`src/rtl/deconcater_loader.sv`:
```
// rtl/deconcater_loader.sv - splits a 32-bit word into six fields and writes them serially into six banks
// Optional feature macro: DECONCAT_PARITY_EN (adds in_par input and sticky par_err output).
module deconcater_loader #(
    parameter int F1_W = 8,
    parameter int F2_W = 4,
    parameter int F3_W = 4,
    parameter int F4_W = 4,
    parameter int F5_W = 4,
    parameter int F6_W = 8
) (
    input  logic        clk,
    input  logic        rst,
`ifdef DECONCAT_PARITY_EN
    input  logic        in_par,
    output logic        par_err,
`endif
    input  logic        in_valid,
    output logic        in_ready,
    input  logic [31:0] in_data,
    input  logic [4:0]  in_addr1,
    input  logic [1:0]  in_addr2,
    input  logic [1:0]  in_addr3,
    input  logic [1:0]  in_addr4,
    input  logic [1:0]  in_addr5,
    input  logic [2:0]  in_addr6,
    input  logic [4:0]  rd_addr1,
    input  logic [1:0]  rd_addr2,
    input  logic [1:0]  rd_addr3,
    input  logic [1:0]  rd_addr4,
    input  logic [1:0]  rd_addr5,
    input  logic [2:0]  rd_addr6,
    output logic [31:0] rd_data,
    output logic        busy,
    output logic        done
);

    // Field k occupies in_data[Ok +: Fk_W]; field1 sits in the MSBs.
    localparam int O1 = 32 - F1_W;
    localparam int O2 = O1 - F2_W;
    localparam int O3 = O2 - F3_W;
    localparam int O4 = O3 - F4_W;
    localparam int O5 = O4 - F5_W;
    localparam int O6 = O5 - F6_W;

    typedef enum logic [2:0] {
        IDLE = 3'd0,
        WR1  = 3'd1,
        WR2  = 3'd2,
        WR3  = 3'd3,
        WR4  = 3'd4,
        WR5  = 3'd5,
        WR6  = 3'd6
    } state_t;

    state_t      state_q, state_d;
    logic [31:0] data_q, data_d;
    logic [4:0]  addr1_q, addr1_d;
    logic [1:0]  addr2_q, addr2_d;
    logic [1:0]  addr3_q, addr3_d;
    logic [1:0]  addr4_q, addr4_d;
    logic [1:0]  addr5_q, addr5_d;
    logic [2:0]  addr6_q, addr6_d;
    logic        in_ready_q, in_ready_d;
    logic        busy_q, busy_d;
    logic        done_q, done_d;
    logic        par_err_q, par_err_d;
    logic [31:0] rd_data_q, rd_data_d;

    logic [F1_W-1:0] bank1_q [32];
    logic [F1_W-1:0] bank1_d [32];
    logic [F2_W-1:0] bank2_q [4];
    logic [F2_W-1:0] bank2_d [4];
    logic [F3_W-1:0] bank3_q [4];
    logic [F3_W-1:0] bank3_d [4];
    logic [F4_W-1:0] bank4_q [4];
    logic [F4_W-1:0] bank4_d [4];
    logic [F5_W-1:0] bank5_q [4];
    logic [F5_W-1:0] bank5_d [4];
    logic [F6_W-1:0] bank6_q [8];
    logic [F6_W-1:0] bank6_d [8];

    logic accept;
    logic par_ok;

    assign accept = in_valid && in_ready_q && (state_q == IDLE);

`ifdef DECONCAT_PARITY_EN
    assign par_ok  = ((^in_data) == in_par);
    assign par_err = par_err_q;
`else
    assign par_ok  = 1'b1;
`endif

    always_comb begin
        state_d   = state_q;
        data_d    = data_q;
        addr1_d   = addr1_q;
        addr2_d   = addr2_q;
        addr3_d   = addr3_q;
        addr4_d   = addr4_q;
        addr5_d   = addr5_q;
        addr6_d   = addr6_q;
        done_d    = 1'b0;
        bank1_d   = bank1_q;
        bank2_d   = bank2_q;
        bank3_d   = bank3_q;
        bank4_d   = bank4_q;
        bank5_d   = bank5_q;
        bank6_d   = bank6_q;
        // A word with bad parity is dropped but still flags the sticky error.
        par_err_d = par_err_q | (accept & ~par_ok);

        case (state_q)
            IDLE: begin
                if (accept && par_ok) begin
                    data_d  = in_data;
                    addr1_d = in_addr1;
                    addr2_d = in_addr2;
                    addr3_d = in_addr3;
                    addr4_d = in_addr4;
                    addr5_d = in_addr5;
                    addr6_d = in_addr6;
                    state_d = WR1;
                end
            end
            WR1: begin
                bank1_d[addr1_q] = data_q[O1 +: F1_W];
                state_d          = WR2;
            end
            WR2: begin
                bank2_d[addr2_q] = data_q[O2 +: F2_W];
                state_d          = WR3;
            end
            WR3: begin
                bank3_d[addr3_q] = data_q[O3 +: F3_W];
                state_d          = WR4;
            end
            WR4: begin
                bank4_d[addr4_q] = data_q[O4 +: F4_W];
                state_d          = WR5;
            end
            WR5: begin
                bank5_d[addr5_q] = data_q[O5 +: F5_W];
                state_d          = WR6;
            end
            WR6: begin
                bank6_d[addr6_q] = data_q[O6 +: F6_W];
                state_d          = IDLE;
                done_d           = 1'b1;
            end
            default: state_d = IDLE;
        endcase

        in_ready_d = (state_d == IDLE);
        busy_d     = (state_d != IDLE);

        // Reads use the pre-edge bank contents, so a same-edge write returns the old value.
        rd_data_d = {bank1_q[rd_addr1], bank2_q[rd_addr2], bank3_q[rd_addr3],
                     bank4_q[rd_addr4], bank5_q[rd_addr5], bank6_q[rd_addr6]};
    end

    always_ff @(posedge clk) begin
        if (rst) begin
            state_q    <= IDLE;
            data_q     <= '0;
            addr1_q    <= '0;
            addr2_q    <= '0;
            addr3_q    <= '0;
            addr4_q    <= '0;
            addr5_q    <= '0;
            addr6_q    <= '0;
            in_ready_q <= 1'b1;
            busy_q     <= 1'b0;
            done_q     <= 1'b0;
            par_err_q  <= 1'b0;
            rd_data_q  <= '0;
            bank1_q    <= '{default: '0};
            bank2_q    <= '{default: '0};
            bank3_q    <= '{default: '0};
            bank4_q    <= '{default: '0};
            bank5_q    <= '{default: '0};
            bank6_q    <= '{default: '0};
        end else begin
            state_q    <= state_d;
            data_q     <= data_d;
            addr1_q    <= addr1_d;
            addr2_q    <= addr2_d;
            addr3_q    <= addr3_d;
            addr4_q    <= addr4_d;
            addr5_q    <= addr5_d;
            addr6_q    <= addr6_d;
            in_ready_q <= in_ready_d;
            busy_q     <= busy_d;
            done_q     <= done_d;
            par_err_q  <= par_err_d;
            rd_data_q  <= rd_data_d;
            bank1_q    <= bank1_d;
            bank2_q    <= bank2_d;
            bank3_q    <= bank3_d;
            bank4_q    <= bank4_d;
            bank5_q    <= bank5_d;
            bank6_q    <= bank6_d;
        end
    end

    assign in_ready = in_ready_q;
    assign busy     = busy_q;
    assign done     = done_q;
    assign rd_data  = rd_data_q;

endmodule
```
`config.mk`:
```
export PLATFORM = sky130hd
export DESIGN_NAME = deconcater_loader
export DESIGN_NICKNAME = d
export VERILOG_FILES = /design/src/rtl/deconcater_loader.sv
export SDC_FILE = /design/constraint.sdc
export NUM_CORES = 1
export LEC_CHECK = 0
export ABC_CLOCK_PERIOD_IN_PS = 3300
export BUFFER_PORTS_ARGS = -buffer_cell sky130_fd_sc_hd__buf_2
export CELL_PAD_IN_SITES_DETAIL_PLACEMENT = 0
export CELL_PAD_IN_SITES_GLOBAL_PLACEMENT = 1
export CORE_MARGIN = 10
export CORE_UTILIZATION = 50
export DETAILED_ROUTE_END_ITERATION = 8
export GPL_TIMING_DRIVEN = 0
export PLACE_DENSITY = 0.85
export SLEW_MARGIN = 20
export SYNTH_ARGS = -nofsm -noshare
export SYNTH_HDL_FRONTEND = slang
export SYNTH_SLANG_ARGS = --single-unit
```
`constraint.sdc`:
```
create_clock -name clk -period 3.3 [get_ports clk]
set_input_delay 0.99 -clock clk [delete_from_list [all_inputs] [get_ports clk]]
set_output_delay 0.99 -clock clk [all_outputs]
set_load 0.03 [all_outputs]
```
==> flow_summary_export.csv, run 1 <==
group,metric,value,unit
sta,hold_violations,0,
finish,multiInputGateArea,9610,sq um
worst_setup_path,worst_setup_path_end_kind,"register",
route,drtPass1Iterations,5,
floorplan,boundaryPins,102,
route,wl,53.5,mm
yosys,yosys.area.top_type,"dfxtp_1",
floorplan,start_util,50.7,%
placed_design,hpwl,36.9,mm
global_routing,overflow,0,
sta,drv_slew,0,
worst_setup_path,ff2ff_setup_slack,0.71,ns
sta,fin_ws,-0.0207,ns
yosys,synth-seq-cells,470,
clocking,cts_buffer_depth,3,
worst_setup_path,r2r_end,"bank1_q[131]",
worst_setup_path,crit_end,"rd_data[26]",
sta,finalCritPeriodShare,101,%
worst_setup_path,crit_path_start,"rd_addr1[2]",
clocking,cts.sinks,470,
sta,max_freq,0.301,GHz
outcome,violations,"negative setup slack",
sta,fin_worst_skew,0.0154,ns
yosys,yosys_warnings,0,
clocking,cts_tree,"done",
power_and_ir_drop,power.total,13.1,mW
sta,setup_viol,2,
clocking,hold_buffers,0,
yosys,post-synth-top-count-cell,"dfxtp_1",
floorplan,die_width,218,microns
min_path,hold_path_class,"register to register",
sta,tightestPinTransition,1.09,ns
route,drc,0,
global_routing,grt_pass1_wl,83.5,mm
yosys,synth.net_count,1916,
worst_setup_path,path_max_fanout,10,
global_routing,grt_max_degree,14,
outcome,status,"complete, but fails checks",
clocking,post-cts-setup-buffers,0,
finish,seqCellArea,9410,sq um
global_routing,gr-usage-all-layers,22.3,%
yosys,yosysSeqAreaShare,47.8,%
floorplan,die_area,47700,sq um
flow_run,max_cap_violations,0,
finish,final_nets,2059,
sta,rsz0062_at_grt,"no",
clocking,postCtsResizedCells,0,
sta,tns,-0.0300,ns
global_routing,antenna_found_initial,1,
worst_setup_path,r2r_start,"addr1_q[0]",
clocking,cts_buffers,48,
worst_setup_path,worstSetupStartpointType,"input port",
yosys,synth.distinct_cells,44,
yosys,syn-cell-area,19700,sq um
power_and_ir_drop,leakage,9.26,nW
placed_design,port_buffers,93,
sta,period_minus_slack,3.32,ns
yosys,synth_edf_count,0,
route,drt_iter0_markers,1149,
yosys,synth_area_leaders,"dfxtp_1 (48%), mux2i_1 (20%), mux4_2 (11%)",
clocking,cts_root_buffer,"clkbuf_16",
yosys,synth_top_cell_area_share,47.8,%
finish,area_growth_syn_to_layout,14.1,%
worst_setup_path,crit_required,3.77,ns
yosys,synth_common_cells,"dfxtp_1 (470), mux2i_1 (397), nor2_1 (382)",
worst_setup_path,critical_path_arrival,3.79,ns
clocking,cts.htree.levels,2,
floorplan,rows,72,
clocking,clk_latency,0.59,ns
floorplan,core,38800,sq um
route,ant_nets,0,
power_and_ir_drop,p_per_area,584,nW/um^2
floorplan,fp.dieH,218,microns
placed_design,globalplace.congestion,0.853,
yosys,syn-mean-instance-area,10.6,sq um
power_and_ir_drop,irDropWorstVdd,0.000403,V
yosys,synth_cells,1849,
yosys,synth_ff_type,"dfxtp_1",
finish,drive_gt1_share,16.1,%
route,wl_per_cell,21.0,microns
finish,num_antenna_cells,0,
worst_setup_path,critPathKind,"input port to register",
clocking,path_clk_slew,0.06,ns
finish,nFillCells,3315,
route,drt-vias-per-instance,5.58,
sta,relSlewSlack,27.3,%
yosys,synth-async-reset-ratio,0,%
route,vias,14200,
placed_design,dp_slack,-0.500,ns
worst_setup_path,reg2reg_depth,6,
global_routing,grt_pass1_vias,14300,
area by class of cell:
type | count | area share (%)
Clock buffer | 73 | 6.53
Multi-Input combinational cell | 1221 | 42.8
Clock inverter | 15 | 0.853
Sequential cell | 470 | 41.9
Buffer | 158 | 2.93
Timing Repair Buffer | 93 | 2.07
Tap cell | 518 | 2.89
power breakdown:
group	total (mW)	internal (mW)	switching, mW
clock network	5.66	3.38	2.28
registers	5.94	5.82	0.123
logic	1.53	0.433	1.09
total	13.1	9.63	3.50
sequential cells by signal, summed over array words and instances, names as in the netlist:
name,flops
bank5_q,16
in_ready,1
bank6_q,64
addr3_q,2
addr4_q,2
data_q,32
rd_data,32
bank3_q,16
addr2_q,2
addr6_q,3
addr5_q,2
done,1
bank2_q,16
addr1_q,5
busy,1
bank4_q,16
bank1_q,256
state_q,3
cells in the final DEF (no fill, tap or decap), drive strengths merged, types with 4 or more instances in the layout:
master  synthesis  final
dfxtp         470    470
mux2i         397    397
nor2          382    382
clkbuf        108    181
buf            50    143
nand2         124    124
mux4           96     96
a21oi          70     70
nand3          26     26
nor2b          21     21
nor3           21     21
o21ai           8      8
a22oi           8      8
nor3b           8      8
nand3b          7      7
and3            7      7
clkinv          0      7
or3b            5      5
o211ai          5      5
bufinv          0      4
worst min-delay path by stage:
stage / slack [ns] / end / depth (start not counted) / start
CTS: 0.46 / bank6_q[60] / 2 / bank6_q[60]
detailed placement: 0.45 / bank6_q[60] / 2 / bank6_q[60]
finish: 0.46 / bank6_q[60] / 2 / bank6_q[60]
global placement: 0.44 / bank6_q[62] / 2 / bank6_q[62]
global route: 0.48 / bank6_q[57] / 2 / bank6_q[57]
floorplan: 0.43 / bank6_q[56] / 2 / bank6_q[56]
critical path: stages:
cell	delay [ns]
clkbuf_1	0.78
clkbuf_1	0.77
mux4_2	0.45
a22oi_1	0.26
o211ai_1	0.23
and3_1	0.28
logic make-up (layout without fill, tap and decap cells):
| group | Yosys count | count (layout) | share of synthesized area (%) |
|---|---|---|---|
| flops | 470 | 470 | 47.8 |
| simple gates | 626 | 626 | 14.7 |
| compound gates | 99 | 99 | 2.81 |
| buf+inv | 158 | 339 | 3.34 |
| mux | 496 | 496 | 31.4 |
metrics by stage:
stage | hold WS [ns] | utilization [%] | instances | area [sq um]
final | 0.459 | 57.8 | 2548 | 22500
after detailed placement | 0.449 | 53.6 | 2460 | 20800
after CTS | 0.458 | 57.8 | 2548 | 22500
after global placement | 0.442 | 53.6 | 2460 | 20800
after floorplan | 0.433 | - | 1849 | 19700
after global routing | 0.479 | 57.8 | 2548 | 22500
layer usage:
| metal | vias to the layer above | track usage (%) | part of all wire (%) |
|---|---|---|---|
| met1 | 6964 | 29.7 | 44 |
| met2 | 458 | 35.9 | 47 |
| met3 | 77 | 4.24 | 6.7 |
| li1 | 6717 | - | - |
| met5 | - | 0 | 0.017 |
| met4 | 2 | 6.87 | 2.3 |
Power figures use the tool's default switching activity.
==> run 2: changes to the inputs <==
--- a/config.mk
+++ b/config.mk
@@ -13,7 +13,7 @@
 export CORE_UTILIZATION = 50
 export DETAILED_ROUTE_END_ITERATION = 8
 export GPL_TIMING_DRIVEN = 0
-export PLACE_DENSITY = 0.85
+export PLACE_DENSITY = 0.92
 export SLEW_MARGIN = 20
 export SYNTH_ARGS = -nofsm -noshare
 export SYNTH_HDL_FRONTEND = slang
==> run 2 against run 1 <==
Effect of this change: the run now ends clean; largest cell class unchanged; non-clock buffer count unchanged; count of clock-buffer cells in the layout fell by 2; via count rose by 0.55%; first-iteration DRC count rose by 7.5%.
==> flow_summary_export.csv, run 2 (synthesized netlist as in run 1, its figures left out) <==
group,metric,value,unit
outcome,status,"completed",
clocking,hold_buffers,0,
worst_setup_path,worstSetupStartpointType,"input port",
floorplan,fp.dieH,218,microns
sta,relSlewSlack,30.3,%
power_and_ir_drop,p_per_area,573,nW/um^2
sta,period_minus_slack,3.23,ns
global_routing,grt_pass1_vias,14600,
finish,max_flop_register,"bank1_q",
power_and_ir_drop,leakage,9.22,nW
power_and_ir_drop,power.total,12.8,mW
route,ant_nets,0,
sta,max_freq,0.310,GHz
sta,setup_viol,0,
power_and_ir_drop,irDropWorstVdd,0.000425,V
route,drt_iter0_markers,1235,
finish,fin_cells,2546,
worst_setup_path,crit_required,3.76,ns
floorplan,die_width,218,microns
clocking,cts_buffers,48,
sta,fin_worst_skew,0.00919,ns
sta,rsz0062_at_grt,"no",
min_path,hold_path_class,"register to register",
finish,final_util,57.6,%
clocking,path_clk_slew,0.06,ns
worst_setup_path,r2r_start,"state_q[0]",
finish,layout_commonest_cell,"dfxtp_1",
route,wl,52.6,mm
route,drt-vias-per-instance,5.62,
placed_design,post-place-cells,2460,
sta,tightestPinTransition,1.05,ns
worst_setup_path,path_max_fanout,10,
floorplan,rows,72,
min_path,hp-start,"bank6_q[58]",
clocking,postCtsResizedCells,0,
sta,hold_ws,0.458,ns
clocking,clk_latency,0.58,ns
finish,reg_top3,"bank1_q x256, bank6_q x64",
floorplan,start_util,50.7,%
global_routing,gr-usage-all-layers,22.0,%
finish,largest_reg_flops,256,
clocking,cts.htree.levels,2,
finish,area_growth_syn_to_layout,13.7,%
finish,design_area,22400,sq um
clocking,cts.sinks,470,
placed_design,dp_slack,-0.398,ns
route,drc,0,
worst_setup_path,crit_path_start,"rd_addr1[2]",
placed_design,hpwl,36.7,mm
finish,num_antenna_cells,0,
route,vias,14300,
sta,fin_ws,0.0698,ns
floorplan,boundaryPins,102,
finish,drive_gt1_share,16.3,%
floorplan,die_area,47700,sq um
placed_design,dpl-instance-area,20800,sq um
sta,tns,0,ns
route,wl_per_cell,20.7,microns
finish,layout_common_cells,"dfxtp_1 (470), mux2i_1 (397), nor2_1 (382)",
global_routing,grt_pass1_wl,82.6,mm
sta,finalCritPeriodShare,97.9,%
flow_run,max_cap_violations,0,
placed_design,port_buffers,93,
worst_setup_path,critPathKind,"input port to register",
clocking,cts_buffer_depth,3,
clocking,cts_root_buffer,"clkbuf_16",
global_routing,antenna_found_initial,0,
clocking,cts_tree,"done",
placed_design,globalplace.congestion,0.875,
worst_setup_path,critical_path_arrival,3.69,ns
global_routing,overflow,0,
worst_setup_path,worst_setup_path_end_kind,"register",
sta,hold_violations,0,
route,drtPass1Iterations,5,
global_routing,grt_max_degree,15,
finish,final_nets,2059,
floorplan,core,38800,sq um
sta,drv_slew,0,
clocking,post-cts-setup-buffers,0,
[run 2: cell count changes in the layout (fill, tap and decap cells not counted), sizes merged]
cell	change
clkinv	+1
clkbuf	-2
clkinvlp	+3
bufinv	-4
[run 2: where the power goes]
part	switching, mW	internal, mW	total, mW
clock network	2.24	3.12	5.36
registers	0.125	5.82	5.94
logic	1.09	0.433	1.53
total	3.46	9.37	12.8
[run 2: worst max-delay path, cell delays in order]
cell	delay [ns]
clkbuf_1	0.68
clkbuf_1	0.77
mux4_2	0.45
a22oi_1	0.24
o211ai_1	0.25
and3_1	0.30
[run 2: cell type report]
cell class | instances | area, sq um
fillers | 3295 | 16500
multi-input cells | 1221 | 9610
flip-flops and latches | 470 | 9410
clock buffers | 71 | 1490
plain buffers | 158 | 657
well taps | 518 | 648
repair buffers | 93 | 465
clock inverters | 15 | 95.1
[run 2: per-layer routing]
layer / global-route usage, % / up-vias / wire length, microns
li1: - / 6708 / -
met1: 27.9 / 7003 / 22200
met2: 36.1 / 495 / 24900
met3: 4.89 / 90 / 4000
met4: 7.66 / 0 / 1520
met5: 0 / - / 0
[run 2: final timing paths]
kind                            cells past startpoint           end  slack [ns]
worst max-delay path                                6   rd_data[26]        0.07
worst min-delay path                                2   bank6_q[58]        0.46
worst max register to register                      7  bank1_q[214]        0.82
worst min register to register                      2   bank6_q[58]        0.46
==> run 3: changes to the inputs <==
--- a/config.mk
+++ b/config.mk
@@ -14,6 +14,7 @@
 export DETAILED_ROUTE_END_ITERATION = 8
 export GPL_TIMING_DRIVEN = 0
 export PLACE_DENSITY = 0.92
+export REMOVE_ABC_BUFFERS = 1
 export SLEW_MARGIN = 20
 export SYNTH_ARGS = -nofsm -noshare
 export SYNTH_HDL_FRONTEND = slang
==> run 3 against run 2 <==
Effect of this change: power shrank 2.7%; utilization down 0.96 points; design area is 1.7% lower; die area stayed put; sequential power up 5.2%; non-clock buffer count shrank 132; cell count down 5.3%; routed wire length decreased by 15%; register-to-register slack worse by 0.66 ns; fmax is 2.9% higher; largest power group unchanged.
==> flow_summary_export.csv, run 3 (synthesized netlist as in run 1, its figures left out) <==
group,metric,value,unit
outcome,status,"completed",
sta,hold_violations,0,
finish,nFillCells,3209,
power_and_ir_drop,p_per_area,567,nW/um^2
clocking,cts_tree,"done",
worst_setup_path,crit_path_start,"state_q[0]",
worst_setup_path,worst_setup_path_end_kind,"register",
sta,tightestPinTransition,0.984,ns
finish,final_nets,1926,
worst_setup_path,r2r_end,"bank1_q[3]",
finish,multiInputGateArea,9650,sq um
route,ant_nets,0,
finish,num_antenna_cells,0,
floorplan,core,38800,sq um
worst_setup_path,critical_path_arrival,3.56,ns
sta,hold_ws,0.458,ns
power_and_ir_drop,leakage,9.08,nW
power_and_ir_drop,internal_power,9.21,mW
floorplan,boundaryPins,102,
finish,layout_commonest_cell,"dfxtp_1",
clocking,cts_buffers,47,
min_path,hold_end,"bank6_q[61]",
finish,drive_gt1_share,17.4,%
global_routing,grt_pass1_vias,13300,
route,vias,13400,
placed_design,globalplace.congestion,0.774,
min_path,hold_path_class,"register to register",
worst_setup_path,crit_family,"simple AND/OR/NAND/NOR gates",
worst_setup_path,path_max_fanout,20,
power_and_ir_drop,seq_power_share,50.1,%
sta,finalCritPeriodShare,95.1,%
worst_setup_path,reg2reg_depth,4,
floorplan,die_width,218,microns
sta,max_freq,0.319,GHz
route,drtPass1Iterations,5,
worst_setup_path,cp_cell_sequence,"nor4bb_2, nand3_1, mux2i_1, nor2_1",
finish,layout_common_cells,"dfxtp_1 (461), mux2i_1 (397), nor2_1 (382)",
placed_design,hpwl,28.3,mm
min_path,min_delay_path_depth,2,
route,wl_per_cell,18.6,microns
floorplan,rows,72,
global_routing,gr-usage-all-layers,18.6,%
floorplan,die_area,47700,sq um
route,drt_iter0_markers,1085,
finish,reg_top3,"bank1_q x256, bank6_q x64",
worst_setup_path,worstSetupStartpointType,"register",
clocking,cts_root_buffer,"clkbuf_16",
worst_setup_path,slowest_stage,"nor4bb_2",
power_and_ir_drop,clock_power_share,41.2,%
floorplan,fp.dieH,218,microns
placed_design,dpl-instance-area,20500,sq um
worst_setup_path,path_buf_inv,0,
sta,fin_worst_skew,0.0131,ns
sta,relSlewSlack,33.5,%
flow_run,max_cap_violations,0,
clocking,post-cts-setup-buffers,0,
global_routing,grt_pass1_wl,72.3,mm
clocking,cts.sinks,470,
sta,rsz0062_at_grt,"no",
route,drt-vias-per-instance,5.57,
finish,seqCellArea,9420,sq um
floorplan,start_util,50.7,%
worst_setup_path,ff2ff_setup_slack,0.16,ns
worst_setup_path,r2r_start,"state_q[0]",
clocking,cts.htree.levels,2,
worst_setup_path,cp.depth,4,
global_routing,grt_max_degree,133,
power_and_ir_drop,sw_frac_of_total,26.2,%
worst_setup_path,crit_required,3.72,ns
finish,area_growth_syn_to_layout,11.8,%
global_routing,antenna_found_initial,0,
clocking,path_clk_slew,0.06,ns
power_and_ir_drop,comb_power_share,8.7,%
placed_design,port_buffers,101,
clocking,cts_buffer_depth,3,
finish,design_area,22000,sq um
route,drc,0,
power_and_ir_drop,p_sw,3.27,mW
worst_setup_path,critPathKind,"register to register",
min_path,hp-start,"bank6_q[61]",
global_routing,overflow,0,
finish,final_util,56.7,%
sta,drv_slew,0,
sta,setup_viol,0,
worst_setup_path,cpPeakStageDelay,0.92,ns
power_and_ir_drop,irDropWorstVdd,0.000418,V
finish,max_flop_register,"bank1_q",
finish,largest_reg_flops,256,
clocking,clk_latency,0.56,ns
route,wl,44.8,mm
sta,period_minus_slack,3.14,ns
-- run 3: worst max-delay path by stage --
stage / endpoint
3_5_place_dp: bank1_q[137]
4_1_cts: bank1_q[137]
5_1_grt: bank1_q[34]
6_report: bank1_q[3]
2_1_floorplan: addr1_q[0]
3_3_place_gp: data_q[1]
-- run 3: final cells by class --
class,count,area share (%)
Clock buffer,70,6.11
Clock inverter,13,0.603
Multi-Input combinational cell,1221,43.9
Sequential cell,470,42.8
Tap cell,518,2.95
Timing Repair Buffer,119,3.66
-- run 3: metal layers --
layer	GRT usage (%)	wire length [microns]
met1	24.8	20000
met2	30.7	21700
met3	2.73	2190
met4	5.30	957
met5	0	0
-- run 3: power by group through the flow --
stage / clock network, mW / logic (mW) / registers, mW
CTS: 5.24 / 1.10 / 6.24
floorplan: 0 / 0.571 / 6.24
detailed placement: 0 / 1.10 / 6.37
finish: 5.14 / 1.09 / 6.25
global route: 5.48 / 1.18 / 6.29
global placement: 0 / 1.00 / 6.36
-- run 3: tightest hold or removal path: stages (launching register included) --
cell and delay [ns]:
dfxtp_1 0.31, nand2_1 0.05, a21oi_1 0.05
-- run 3: through the flow --
stage	setup WS [ns]	TNS, ns	total power, mW	instances
finish	0.161	0	12.5	2411
global route	0.0540	0	13.0	2411
CTS	0.101	0	12.6	2411
detailed placement	0.143	0	7.46	2328
global placement	-5.05	-1820.50	7.36	2310
floorplan	-1.44	-68.91	6.81	1691
-- run 3: repair_timing --
| item | 4_1_cts | 5_1_grt |
|---|---|---|
| hold buffers | 0 | 0 |
| setup endpoints to repair | 0 | 44 |
| resized for setup | 0 | 1 |
